===== src/rtl/run_seq_pkg.sv =====
`default_nettype none
// ---------------------------------------------------------------------------
// run_seq_pkg -- sequencer state encoding and index-width helper.  Rev 1.0
// ---------------------------------------------------------------------------
package run_seq_pkg;

  typedef enum logic [2:0] {
    ST_IDLE   = 3'd0,
    ST_SETTLE = 3'd1,
    ST_START  = 3'd2,
    ST_RUN    = 3'd3,
    ST_RECORD = 3'd4,
    ST_DONE   = 3'd5
  } run_state_t;

  // A single-program batch still needs a 1-bit program index.
  function automatic int idx_width(input int n);
    return (n > 1) ? $clog2(n) : 1;
  endfunction

endpackage
`default_nettype wire


===== src/rtl/run_sequencer_cycle_timer.sv =====
`default_nettype none
// ---------------------------------------------------------------------------
// cycle_timer -- clearable, enable-gated saturating counter with limit flag.  Rev 1.0
// ---------------------------------------------------------------------------
module cycle_timer #(
  parameter int CNT_W      = 16,
  parameter int MAX_CYCLES = 1024
) (
  input  logic             clk_i,
  input  logic             rst_ni,
  input  logic             clr_i,
  input  logic             en_i,
  output logic [CNT_W-1:0] count_o,
  output logic             at_limit_o
);

  localparam logic [CNT_W-1:0] CNT_MAX = '1;
  localparam logic [CNT_W-1:0] LIMIT   = CNT_W'(MAX_CYCLES);

  logic [CNT_W-1:0] cnt_q, cnt_d;

  always_ff @(posedge clk_i or negedge rst_ni) begin
    if (!rst_ni) cnt_q <= '0;
    else         cnt_q <= cnt_d;
  end

  // Saturate at all-ones so settle delays longer than the run limit still count.
  always_comb begin
    cnt_d = cnt_q;
    if (clr_i)                        cnt_d = '0;
    else if (en_i && cnt_q != CNT_MAX) cnt_d = cnt_q + 1'b1;
  end

  assign count_o    = cnt_q;
  assign at_limit_o = (cnt_q >= LIMIT);

endmodule
`default_nettype wire


===== src/rtl/run_sequencer.sv =====
`default_nettype none
// ---------------------------------------------------------------------------
// run_sequencer -- batch controller for the core start/halt handshake.  Rev 1.0
// ---------------------------------------------------------------------------
module run_sequencer
  import run_seq_pkg::*;
#(
  parameter int NUM_PROGS   = 4,
  parameter int START_DELAY = 10,
  parameter int START_WIDTH = 1,
  parameter int MAX_CYCLES  = 1024,
  parameter int CNT_W       = 16
) (
  input  logic                               CLK,
  input  logic                               RESET_N,
  input  logic                               go,
  input  logic                               halt,
  output logic                               start,
  output logic [idx_width(NUM_PROGS)-1:0]    prog_sel,
  output logic                               busy,
  output logic                               run_valid,
  output logic [CNT_W-1:0]                   run_cycles,
  output logic                               run_timeout,
  output logic                               batch_done,
  output logic [$clog2(NUM_PROGS+1)-1:0]     fail_count
);

  localparam int PW = idx_width(NUM_PROGS);
  localparam int FW = $clog2(NUM_PROGS + 1);
  localparam logic [PW-1:0]    PROG_LAST   = PW'(NUM_PROGS - 1);
  localparam logic [CNT_W-1:0] SETTLE_LAST = CNT_W'(START_DELAY - 1);
  localparam logic [CNT_W-1:0] START_LAST  = CNT_W'(START_WIDTH - 1);
  localparam logic [CNT_W-1:0] CNT_LIMIT   = CNT_W'(MAX_CYCLES);

  run_state_t       state_q, state_d;
  logic [PW-1:0]    prog_q, prog_d;
  logic [FW-1:0]    fail_q, fail_d;
  logic [CNT_W-1:0] cycles_q, cycles_d;
  logic             timeout_q, timeout_d;

  logic             tmr_clr, tmr_en, tmr_at_limit;
  logic [CNT_W-1:0] tmr_count;

  // One timer serves SETTLE, START and RUN; every phase change restarts it at 0.
  assign tmr_clr = (state_d != state_q);
  assign tmr_en  = (state_q == ST_SETTLE) || (state_q == ST_START) ||
                   ((state_q == ST_RUN) && !halt);

  cycle_timer #(
    .CNT_W      (CNT_W),
    .MAX_CYCLES (MAX_CYCLES)
  ) u_timer (
    .clk_i      (CLK),
    .rst_ni     (RESET_N),
    .clr_i      (tmr_clr),
    .en_i       (tmr_en),
    .count_o    (tmr_count),
    .at_limit_o (tmr_at_limit)
  );

  always_ff @(posedge CLK or negedge RESET_N) begin
    if (!RESET_N) state_q <= ST_IDLE;
    else          state_q <= state_d;
  end

  // Halt is checked before the limit so a halt on the limit cycle is not a timeout.
  always_comb begin
    state_d = state_q;
    unique case (state_q)
      ST_IDLE:   if (go) state_d = ST_SETTLE;
      ST_SETTLE: if (tmr_count == SETTLE_LAST) state_d = ST_START;
      ST_START:  if (tmr_count == START_LAST) state_d = ST_RUN;
      ST_RUN:    if (halt || tmr_at_limit) state_d = ST_RECORD;
      ST_RECORD: state_d = (prog_q == PROG_LAST) ? ST_DONE : ST_SETTLE;
      ST_DONE:   state_d = ST_IDLE;
      default:   state_d = ST_IDLE;
    endcase
  end

  always_comb begin
    start      = (state_q == ST_START);
    busy       = (state_q != ST_IDLE);
    run_valid  = (state_q == ST_RECORD);
    batch_done = (state_q == ST_DONE);
  end

  always_comb begin
    prog_d    = prog_q;
    fail_d    = fail_q;
    cycles_d  = cycles_q;
    timeout_d = timeout_q;
    unique case (state_q)
      ST_IDLE: begin
        if (go) begin
          prog_d = '0;
          fail_d = '0;
        end
      end
      ST_RUN: begin
        if (halt) begin
          cycles_d  = tmr_count;
          timeout_d = 1'b0;
        end else if (tmr_at_limit) begin
          cycles_d  = CNT_LIMIT;
          timeout_d = 1'b1;
        end
      end
      ST_RECORD: begin
        fail_d = fail_q + FW'(timeout_q);
        if (prog_q != PROG_LAST) prog_d = prog_q + 1'b1;
      end
      default: ;
    endcase
  end

  always_ff @(posedge CLK or negedge RESET_N) begin
    if (!RESET_N) begin
      prog_q    <= '0;
      fail_q    <= '0;
      cycles_q  <= '0;
      timeout_q <= 1'b0;
    end else begin
      prog_q    <= prog_d;
      fail_q    <= fail_d;
      cycles_q  <= cycles_d;
      timeout_q <= timeout_d;
    end
  end

  assign prog_sel    = prog_q;
  assign fail_count  = fail_q;
  assign run_cycles  = cycles_q;
  assign run_timeout = timeout_q;

endmodule
`default_nettype wire


===== config.mk =====
export PLATFORM = sky130hd
export DESIGN_NAME = run_sequencer
export DESIGN_NICKNAME = d
export VERILOG_FILES = /design/src/rtl/run_seq_pkg.sv /design/src/rtl/run_sequencer_cycle_timer.sv /design/src/rtl/run_sequencer.sv
export SDC_FILE = /design/constraint.sdc
export NUM_CORES = 1
export LEC_CHECK = 0
export CAP_MARGIN = 20
export CORE_MARGIN = 10
export CORE_UTILIZATION = 61
export CTS_BUF_LIST = sky130_fd_sc_hd__clkbuf_8
export DETAILED_ROUTE_END_ITERATION = 12
export PLACE_DENSITY = 0.95
export SYNTH_ARGS = -nofsm -noshare
export SYNTH_HDL_FRONTEND = slang
export SYNTH_SLANG_ARGS = --single-unit

===== constraint.sdc =====
create_clock -name CLK -period 4.3 [get_ports CLK]
set_input_delay 1.29 -clock CLK [delete_from_list [all_inputs] [get_ports CLK]]
set_output_delay 1.29 -clock CLK [all_outputs]
set_load 0.05 [all_outputs]

Yosys cells after proc, flatten, opt, wreduce, memory -nomap -nowiden
Index checks and enable logic that the tools add are counted.
W data, S select, Z words.

cells by class
  mux-type cells = 17
  equal/unequal tests = 12
  add/subtract/negate cells = 3
  magnitude comparators = 1
  reductions and logical operators = 15

operators by type and width
  cell                     number
  $mux W16                 4
  $mux W3                  6
  $add A16 B1 Y16 const B  1
  $eq A16 B4 Y1 const B    1
  $ge A16 B11 Y1 const B   1
  $logic_not A16 Y1        1
  $ne A16 B16 Y1 const B   1
  $pmux W3 S5              1
  $eq A3 B2 Y1 const B     2
  $eq A3 B3 Y1 const B     2
  $pmux W3 S2              1
  $reduce_bool A2 Y1       3
  $mux W2                  2
  $ne A2 B2 Y1 const B     2
  $pmux W2 S2              1
  $reduce_and A2 Y1        2
  $add A3 B1 Y3            1
  $eq A3 B1 Y1 const B     1
  $logic_not A3 Y1         1
  $logic_or A1 B1 Y1       3
  $ne A3 B3 Y1             1
  $reduce_and A3 Y1        1
  $reduce_bool A3 Y1       1
  $add A2 B1 Y2 const B    1
  other kinds (5)          7

word-level totals
  bits in registers = 41
  logic and storage cells = 54

Logic depth before layout (Yosys ltp)
  depth in word-level cells = 6
  depth in mapped cells = 8
  depth with buffers taken out = 7

Cells and area by module
Synthesis repeated with hierarchy kept, for this count alone.

second synthesis, totals
  cells, all modules = 199
  area total of the unflattened synthesis = 2132.0 um^2

modules (own cells, without submodules)
  module         cells an instance  area an instance (um^2)  times used  seq. area each (um^2)
  run_sequencer  99                 1166.1                   1           625.6
  cycle_timer    100                965.9                    1           400.4

Worst setup path before layout
Ideal clock, no wire load.

  path type = register -> output
  from = register state_q[2]
  to = output port batch_done
  stages on the path, launching flop included = 4
  setup slack = 1.151 ns
  arrival = 1.859 ns
  required time = 3.010 ns
  cells stage by stage = dfrtp_1 buf_6 clkbuf_1 nor3b_1

on the way
  cells in the longest elaborated chain, start to end = 1

ends and longest elaborated chain
  element                   line                 RTL
  start: declaration        run_sequencer.sv:35  run_state_t state_q, state_d;
  start signal: assignment  run_sequencer.sv:63  else state_q <= state_d;
  $eq A3 B3 Y1              run_sequencer.sv:84  batch_done = (state_q == ST_DONE);
  end: declaration          run_sequencer.sv:24  output logic batch_done,

No other way between the ends.

Worst setup path in the final report
  from = register state_q[1]
  to = output port run_valid

on the way
  cells in the longest elaborated chain, start to end = 1

ends and longest elaborated chain
  element           line                 RTL
  $eq A3 B3 Y1      run_sequencer.sv:83  run_valid = (state_q == ST_RECORD);
  end: declaration  run_sequencer.sv:21  output logic run_valid,

No other way between the ends.

==> flow_summary.json <==
{
  "post_cts_buffers": 0,
  "final_antenna_net_count": 0,
  "synth_most_common_cell": "nand2_1",
  "reg2reg_to": "u_timer.count_o[2]$_DFFE_PN0P_",
  "grt_pass1_vias": 1845,
  "clock-sinks": 41,
  "reg2reg_slack_ps": 2080,
  "critPathLaunchType": "flip-flop",
  "cts_buffers": 5,
  "r2r-start": "u_timer.count_o[1]$_DFFE_PN0P_",
  "leakage_nw": 1.11,
  "syn-instance-count": 239,
  "cts_tree": "yes",
  "num_vias": 1856,
  "critical-path-max-stage-delay_ps": 820,
  "dp_hpwl_um": 3470,
  "async_flop_share_pct": 100,
  "avgSynthCellArea_um2": 9.31,
  "die_h_um": 80.4,
  "drt_iter0_drc": 173,
  "synth_seq_area_share_pct": 46.1,
  "syn_nets": 249,
  "finalCriticalPeriod_ps": 3510,
  "io-pin-count": 30,
  "hold_viol": 0,
  "synth_common_cells": "nand2_1, dfrtp_1, o21ai_0",
  "cts_resized": 0,
  "skew_ps": 2.22,
  "wl_um": 5130,
  "root_buffer": "clkbuf_8",
  "holdWs_ps": 479,
  "row_count": 21,
  "holdBufCountCts": 0,
  "syn_to_final_growth_pct": 16.9,
  "crit_type": "flip-flop to output port",
  "clk_latency_ps": 300,
  "fin_nets": 272,
  "synth_area_um2": 2220,
  "worstSetupEndpointType": "output port",
  "min_to": "run_cycles[14]$_DFFE_PN0P_",
  "overflow": 0,
  "hold_depth": 2,
  "io_buffer_count": 29,
  "gp_congestion": 0.911,
  "p_per_area_nw_per_um2": 520,
  "antenna_found_initial": 0,
  "grt.total_usage_pct": 16.8,
  "yosysUniqueCellTypes": 48,
  "synth_edf_count": 0,
  "synth_top_area_cell": "dfrtp_1",
  "clk_pin_slew_worst_paths_ps": 70,
  "slew_headroom_pct": 41.2,
  "cpMaxStageDelayCell": "clkdlybuf4s50_1",
  "drc": 0,
  "avgRoutedWirePerCell_um": 16.7,
  "maxCapViolCount": 0,
  "switchingPower_w": 0.000557,
  "cp_max_fo": 12,
  "vias_per_cell": 6.03,
  "crit_buf_inv": 1,
  "rsz0062_at_grt": "false",
  "layout-drive-gt1-share_pct": 10.7,
  "fin_util_pct": 75.5,
  "status": "completed",
  "design.die.area_um2": 6460,
  "power.share.clock_pct": 22.1,
  "worstPathCellList": "nor2_1 -> and2_1 -> clkdlybuf4s50_1",
  "p_int_w": 0.000794,
  "critPathRequiredTime_ps": 3010,
  "min_from": "run_cycles[14]$_DFFE_PN0P_",
  "fp.dieW_um": 80.4,
  "drv_slew": 0,
  "synth_seq_cells": 41,
  "htreeDepth": 2,
  "ys_warn_count": 0,
  "critPathLaunch": "state_q[1]$_DFF_PN0_",
  "core_region_area_um2": 3440,
  "p_sw_share_pct": 41.2,
  "cts_buffer_depth": 2,
  "synth_top_area_share_pct": 46.1,
  "vdd_ir_drop_max_mv": 0.316,
  "diodes": 0,
  "total_power_w": 0.00135,
  "maxClockFrequency_mhz": 285,
  "fin_crit_sh_pct": 81.5,
  "p_seq_share_pct": 38.3,
  "initial_core_util_pct": 64.6,
  "grt_max_degree": 42,
  "power_frac_comb_pct": 39.6,
  "dominantRegCellSynth": "dfrtp_1",
  "reg2regPathDepth": 7,
  "cp_data_arrival_time_ps": 2220,
  "grt_pass1_wl_um": 8700,
  "hold_class": "flip-flop to flip-flop",
  "worst_pin_slew_ps": 882,
  "setup_viol": 0,
  "drt_pass1_iterations": 4,
  "netlist_top_cells_area": "dfrtp_1, nand2_1, o21ai_0",
  "critical_path.top_delay_family": "buffers and inverters",
  "crit_cells": 3,
  "finalSetupTns_ps": 0
}
## cells in the final DEF (no fill, tap or decap), types with 3 or more instances in the layout
| cell type | count |
|---|---|
| a22o_1 | 5 |
| and2_1 | 3 |
| and3_1 | 6 |
| clkbuf_8 | 5 |
| clkdlybuf4s50_1 | 28 |
| dfrtp_1 | 41 |
| ha_1 | 6 |
| inv_1 | 5 |
| mux2i_1 | 3 |
| nand2_1 | 43 |
| nand3_1 | 10 |
| nand4_1 | 6 |
| nor2_1 | 12 |
| nor2_2 | 10 |
| nor3_1 | 6 |
| nor4_1 | 7 |
| o21ai_0 | 22 |
| xnor2_1 | 5 |
| xor2_1 | 4 |
## state kept, by name (all words and copies together), names as in the netlist
signal	flops
state_q	3
u_timer.count_o	16
prog_sel	2
run_timeout	1
fail_count	3
run_cycles	16
## metal layers
metal	track usage, %	routed length, µm	vias up
met5	0	0	-
met4	7.57	115	0
met3	3.67	379	13
met2	27.4	2480	69
met1	20.7	2150	891
li1	-	-	883
## area by class of cell
class | count | area (µm²)
Multi-Input combinational cell | 178 | 1090
Sequential cell | 41 | 1030
Fill cell | 237 | 842
Timing Repair Buffer | 31 | 300
Clock buffer | 5 | 68.8
Tap cell | 46 | 57.6
Clock inverter | 2 | 35.0
Inverter | 5 | 18.8
## worst register-to-register path: stages (launching register included)
cell      delay [ps]
dfrtp_1          440
inv_1            100
ha_1             170
nor4bb_1         420
nand4_1          160
nor3b_1          190
o21bai_4         460
nor3_1           130
## cell families after synthesis
logic type / synth area share, %
adder cells (fa/ha/maj): 3.37
flip-flops: 46.1
buffers and inverters: 4.72
AO/OA/AOI/OAI: 13.7
multiplexers: 1.86
AND/OR/NAND/NOR: 26.7
XOR/XNOR: 3.54
## power groups by stage
stage / sequential, W / combinational (W) / clock (W)
detailed placement: 0.000522 / 0.000525 / 0
CTS: 0.000516 / 0.000538 / 0.000300
global placement: 0.000516 / 0.000515 / 0
global route: 0.000526 / 0.000582 / 0.000320
finish: 0.000518 / 0.000535 / 0.000298
floorplan: 0.000590 / 0.000331 / 0
## worst max path at each step
stage / end / slack [ps]
2_1_floorplan: batch_done / 1150
3_3_place_gp: run_cycles[7]$_DFFE_PN0P_ / 1130
3_5_place_dp: run_cycles[13]$_DFFE_PN0P_ / 1030
4_1_cts: run_valid / 800
5_1_grt: run_valid / 680
6_report: run_valid / 790
## stage by stage
stage	cell area [µm²]	setup WS [ps]	cells
floorplan	2220	1150	239
global placement	2500	1130	301
detailed placement	2500	1030	301
CTS	2600	796	308
global route	2600	676	308
finish	2600	795	308
Note: power is estimated with default switching activity, not from simulation.
